$ cat src/rtl/if_id_stage.sv
// rtl/if_id_stage.sv - fetch stage with IF/ID pipeline register, one-entry skid buffer and opcode pre-decode
//
// clk, rst           rising-edge clock, synchronous active-high reset
// imem_req/addr      fetch request and address (address is the current PC)
// imem_ready/rdata   memory accepts the request and returns the word in the same cycle
// stall              decode cannot accept; the IF/ID register holds
// flush/redirect_pc  discard everything in flight and restart fetch at redirect_pc (word aligned)
// id_*               IF/ID register contents plus registered immediate-format select and illegal flag
module if_id_stage #(
    parameter logic [31:0] RESET_PC  = 32'h0000_0000,
    parameter logic [31:0] NOP_INSTR = 32'h0000_0013
) (
    input  logic        clk,
    input  logic        rst,
    output logic        imem_req,
    output logic [31:0] imem_addr,
    input  logic        imem_ready,
    input  logic [31:0] imem_rdata,
    input  logic        stall,
    input  logic        flush,
    input  logic [31:0] redirect_pc,
    output logic        id_valid,
    output logic [31:0] id_pc,
    output logic [31:0] id_instr,
    output logic [24:0] id_imm_field,
    output logic [2:0]  id_imm_sel,
    output logic        id_illegal
);

    typedef enum logic [1:0] {
        BOOT  = 2'd0,
        FETCH = 2'd1,
        HOLD  = 2'd2
    } state_t;

    state_t      state_q;
    logic [31:0] pc_q;

    // HOLD means the skid entry is occupied; no separate full flag is needed.
    logic [31:0] skid_pc;
    logic [31:0] skid_instr;
    logic [2:0]  skid_imm_sel;
    logic        skid_illegal;

    logic        hs;
    logic [3:0]  dec;

    // Returns {illegal, imm_sel}.
    function automatic logic [3:0] decode(input logic [6:0] opcode);
        logic [3:0] r;
        r = 4'b1_000;
        case (opcode)
            7'b0000011, 7'b0010011, 7'b1100111: r = 4'b0_000;
            7'b0100011:                         r = 4'b0_001;
            7'b1100011:                         r = 4'b0_010;
            7'b1101111:                         r = 4'b0_011;
            7'b0110111, 7'b0010111:             r = 4'b0_100;
            7'b0110011, 7'b0001111, 7'b1110011: r = 4'b0_000;
            default:                            r = 4'b1_000;
        endcase
        return r;
    endfunction

    assign imem_req     = (state_q == FETCH);
    assign imem_addr    = pc_q;
    assign hs           = imem_req & imem_ready;
    assign dec          = decode(imem_rdata[6:0]);
    assign id_imm_field = id_instr[31:7];

    always_ff @(posedge clk) begin
        if (rst) begin
            state_q      <= BOOT;
            pc_q         <= RESET_PC;
            id_valid     <= 1'b0;
            id_pc        <= 32'h0;
            id_instr     <= NOP_INSTR;
            id_imm_sel   <= 3'b000;
            id_illegal   <= 1'b0;
            skid_pc      <= 32'h0;
            skid_instr   <= NOP_INSTR;
            skid_imm_sel <= 3'b000;
            skid_illegal <= 1'b0;
        end else if (flush) begin
            // A handshake in this cycle is accepted by memory but its data is dropped.
            state_q    <= FETCH;
            pc_q       <= {redirect_pc[31:2], 2'b00};
            id_valid   <= 1'b0;
            id_instr   <= NOP_INSTR;
            id_imm_sel <= 3'b000;
            id_illegal <= 1'b0;
        end else begin
            case (state_q)
                BOOT: state_q <= FETCH;
                FETCH: begin
                    if (hs) begin
                        pc_q <= pc_q + 32'd4;
                        if (stall) begin
                            skid_pc      <= pc_q;
                            skid_instr   <= imem_rdata;
                            skid_imm_sel <= dec[2:0];
                            skid_illegal <= dec[3];
                            state_q      <= HOLD;
                        end else begin
                            id_valid   <= 1'b1;
                            id_pc      <= pc_q;
                            id_instr   <= imem_rdata;
                            id_imm_sel <= dec[2:0];
                            id_illegal <= dec[3];
                        end
                    end else if (!stall) begin
                        // Bubble: decode values follow the NOP so the register stays self-consistent.
                        id_valid   <= 1'b0;
                        id_instr   <= NOP_INSTR;
                        id_imm_sel <= 3'b000;
                        id_illegal <= 1'b0;
                    end
                end
                HOLD: begin
                    if (!stall) begin
                        id_valid   <= 1'b1;
                        id_pc      <= skid_pc;
                        id_instr   <= skid_instr;
                        id_imm_sel <= skid_imm_sel;
                        id_illegal <= skid_illegal;
                        state_q    <= FETCH;
                    end
                end
                default: state_q <= BOOT;
            endcase
        end
    end

endmodule

$ cat config.mk
export PLATFORM = sky130hd
export DESIGN_NAME = if_id_stage
export DESIGN_NICKNAME = d
export VERILOG_FILES = /design/src/rtl/if_id_stage.sv
export SDC_FILE = /design/constraint.sdc
export NUM_CORES = 1
export LEC_CHECK = 0
export ABC_AREA = 1
export BUFFER_PORTS_ARGS = -buffer_cell sky130_fd_sc_hd__buf_4
export CAP_MARGIN = 40
export CORE_ASPECT_RATIO = 0.5
export CORE_MARGIN = 3
export CORE_UTILIZATION = 30
export CTS_BUF_LIST = sky130_fd_sc_hd__clkbuf_4
export CTS_CLUSTER_SIZE = 24
export DETAILED_ROUTE_END_ITERATION = 12
export PLACE_DENSITY = 0.58
export SYNTH_ARGS = -nofsm -noshare
export SYNTH_HDL_FRONTEND = slang
export SYNTH_SLANG_ARGS = --single-unit
$ cat constraint.sdc
create_clock -name clk -period 2.4 [get_ports clk]
set_clock_uncertainty 0.05 [all_clocks]
set_input_delay 0.24 -clock clk [delete_from_list [all_inputs] [get_ports clk]]
set_output_delay 0.24 -clock clk [all_outputs]
set_load 0.01 [all_outputs]
==> impl_metrics.py <==
metrics = {
    "logic_synthesis": {
        "synth_top_cell_by_area": "dfxtp_1",
        "postSynthAreaPerCell_um2": 7.17,
        "yosys_warnings": 0,
        "syn_inst": 1086,
        "ys_types": 35,
        "yosysSeqAreaShare_pct": 42.4,
        "synth_area_leaders": "dfxtp_1 42%, nand2_1 10%, o21ai_0 8.5%",
        "synth-seq-cells": 165,
        "synth_area_um2": 7790,
        "synth_top_area_share_pct": 42.4,
    },
    "place": {
        "place_congestion": 0.863,
        "placed_area_um2": 9340,
        "placed_cells": 1538,
        "hpwlAfterDp_mm": 17.3,
        "port_buffers": 189,
    },
    "critical_path": {
        "startpoint": "state_q[1]",
        "crit_chain": "inv_1 -> ha_1 -> nand2_1 -> buf_4 -> nor2_4 -> nand4_1 -> dlygate4sd3_1 -> a21oi_1",
        "slowest_stage": "dlygate4sd3_1",
        "worstPathArrival_ps": 2660,
        "startpoint_type": "flop",
        "crit_fanout": 10,
        "worst-path-buf-inv": 3,
        "r2r_cells": 8,
        "worst-setup-path-type": "reg -> reg",
        "slowest_delay_ps": 570,
        "cp_num_cells": 8,
        "end_kind": "flop",
        "required_ps": 2920,
        "cp_top_family": "buffers and inverters",
        "regToRegStartpoint": "state_q[1]",
    },
    "cells_and_area": {
        "drive_gt1_share_pct": 21.9,
        "areaGrowthSynthToFinish_pct": 32.4,
        "fillerInstances": 2508,
        "final_util_pct": 41.7,
        "final_common_cell": "nand2_1",
        "final_nets": 1367,
        "final_cell_mix": "214 x nand2_1, 209 x buf_4, 165 x dfxtp_1",
        "finalInstanceArea_um2": 10300,
        "final_cells": 1644,
    },
    "floorplanning": {
        "die-height_um": 120,
        "die_area_um2": 28000,
        "start_util_pct": 31.5,
        "core-area_um2": 24700,
        "pin_count": 196,
        "rows": 40,
        "die-width_um": 234,
    },
    "min_path": {
        "hold_path_depth": 5,
        "hp-start": "imem_ready",
        "hp-class": "in -> reg",
    },
    "clocking": {
        "clockRootBuffer": "clkbuf_4",
        "cts_sinks": 165,
        "worstSkewPairLatency_ps": 620,
        "ctsResizeCount": 0,
        "clockBufferDepth": 2,
        "clk_pin_slew_ps": 160,
        "htreeDepth": 4,
        "tritoncts": "yes",
        "cts_made_buffers": 17,
    },
    "sta": {
        "rsz0062_at_grt": "false",
        "max_freq_mhz": 467,
        "drv_slew": 0,
        "timing.final.crit_share_pct": 89.2,
        "setup_tns_ps": 0,
        "worst_pin_slew_ps": 803,
        "relSlewSlack_pct": 46.4,
        "hold_viol_final": 0,
        "finalCriticalPeriod_ps": 2140,
        "finalSetupViolCount": 0,
    },
    "run_status": {
        "outcome": "finished clean",
    },
    "global_route": {
        "grt_max_degree": 66,
        "grt-ovfl-total": 0,
        "track_usage_pct": 18.3,
        "grt_pass1_vias": 8022,
        "grt_pass1_wl_mm": 41.3,
        "antenna_found_initial": 2,
    },
    "detailed_routing": {
        "via_count": 8103,
        "drc": 0,
        "viasPerCell": 4.93,
        "routedWlPerCell_um": 15.6,
        "ant_nets": 0,
        "drt-total-wl_mm": 25.6,
        "dr.pass1.iters": 5,
        "drt_iter0_drc": 579,
    },
    "power_and_ir_drop": {
        "leakage_nw": 4.35,
        "vdd_drop_max_mv": 0.353,
        "p_int_mw": 3.89,
        "power_density_nw_per_um2": 551,
        "switching_power_mw": 1.80,
        "clock_power_share_pct": 28.3,
        "seqPwrFrac_pct": 53.3,
        "sw_frac_of_total_pct": 31.6,
        "combPwrFrac_pct": 18.4,
    },
    "job": {
        "max_cap_viol_count": 0,
    },
}
## logic make-up (layout without fill, tap and decap cells)
logic type,Yosys count,count (layout),synth area share [%]
AOI/OAI and AO/OA,329,329,23.2
xor gates and xnor gates,2,2,0.225
adders and majority gates,5,5,0.803
buffers and inverters,169,386,10.2
DFF,165,165,42.4
other,1,6,0.0481
and+or+nand+nor,415,415,23.2
## cells in the mapped netlist
| cell | n |
|---|---|
| a211oi_1 | 1 |
| a21oi_1 | 95 |
| a21oi_2 | 3 |
| a22oi_1 | 29 |
| a311oi_1 | 1 |
| a31oi_1 | 34 |
| buf_1 | 4 |
| buf_2 | 23 |
| buf_4 | 33 |
| clkbuf_1 | 33 |
| clkbuf_2 | 3 |
| conb_1 | 1 |
| dfxtp_1 | 165 |
| ha_1 | 5 |
| inv_1 | 67 |
| inv_2 | 6 |
| nand2_1 | 214 |
| nand2_2 | 10 |
| nand2_4 | 2 |
| nand3_1 | 40 |
| nand4_1 | 4 |
| nor2_1 | 118 |
| nor2_2 | 5 |
| nor2_4 | 6 |
| nor2_8 | 2 |
| nor3_1 | 10 |
| nor3_2 | 1 |
| nor3_4 | 3 |
| o211ai_1 | 4 |
| o21ai_0 | 133 |
| o21ai_1 | 23 |
| o21bai_1 | 2 |
| o221ai_1 | 3 |
| o22ai_1 | 1 |
| xor2_1 | 2 |
## metrics by stage
stage	power [mW]	setup WS [ps]	hold slack (ps)
after floorplan	3.58	774	316
after global placement	4.02	476	393
after detailed placement	4.04	389	403
after CTS	5.73	43.1	15.4
after global routing	5.98	124	30.4
final	5.68	259	87.8
## state kept, by name, indices dropped and copies added, names as in the netlist
register,count
id_illegal,1
id_imm_sel,3
id_instr,32
id_pc,30
id_valid,1
imem_addr,30
skid_illegal,1
skid_imm_sel,3
skid_instr,32
skid_pc,30
state_q,2
## cell type report
cell class	instances	area [µm²]	area share, %
flip-flops and latches	165	3300	32.0
inverters	73	274	2.66
diodes	2	5.00	0.0485
multi-input cells	755	3720	36.1
clock buffers	17	128	1.24
clock inverters	15	130	1.26
well taps	336	420	4.08
repair buffers	281	2330	22.6
## power groups by stage
stage	Combinational, mW	Sequential, mW	Clock [mW]
6_report	1.05	3.03	1.61
5_1_grt	1.16	3.05	1.77
4_1_cts	1.05	3.03	1.66
3_5_place_dp	0.954	3.09	0
3_3_place_gp	0.941	3.08	0
2_1_floorplan	0.489	3.09	0
## metal layers
layer  up-vias  share of wire (%)  GRT usage [%]
met1      3841                 45           22.5
met2       205                 49           31.9
met3        32                4.1           3.23
met4         0                1.7           6.83
met5         -                  0              0
li1       4025                  -              -
## worst reg2reg max path, cell delays in order, from the launching register on
cell and delay, ps:
dfxtp_1 360, inv_1 90, ha_1 240, nand2_1 110, buf_4 200, nor2_4 240, nand4_1 110, dlygate4sd3_1 570
a21oi_1 130
## final timing paths
| check | slack, ps | end |
|---|---|---|
| worst max register to register | 260 | id_imm_sel[2] |
| worst min-delay path | 90 | imem_addr[2] |
| worst min register to register | 410 | id_pc[22] |
| worst max-delay path | 260 | id_imm_sel[2] |
## repair_timing
action,4_1_cts,5_1_grt
setup endpoints to repair,0,1
hold buffers,68,0
buffers inserted,0,4
hold endpoints to repair,118,0
No activity file was read; power rests on OpenSTA's default activity.
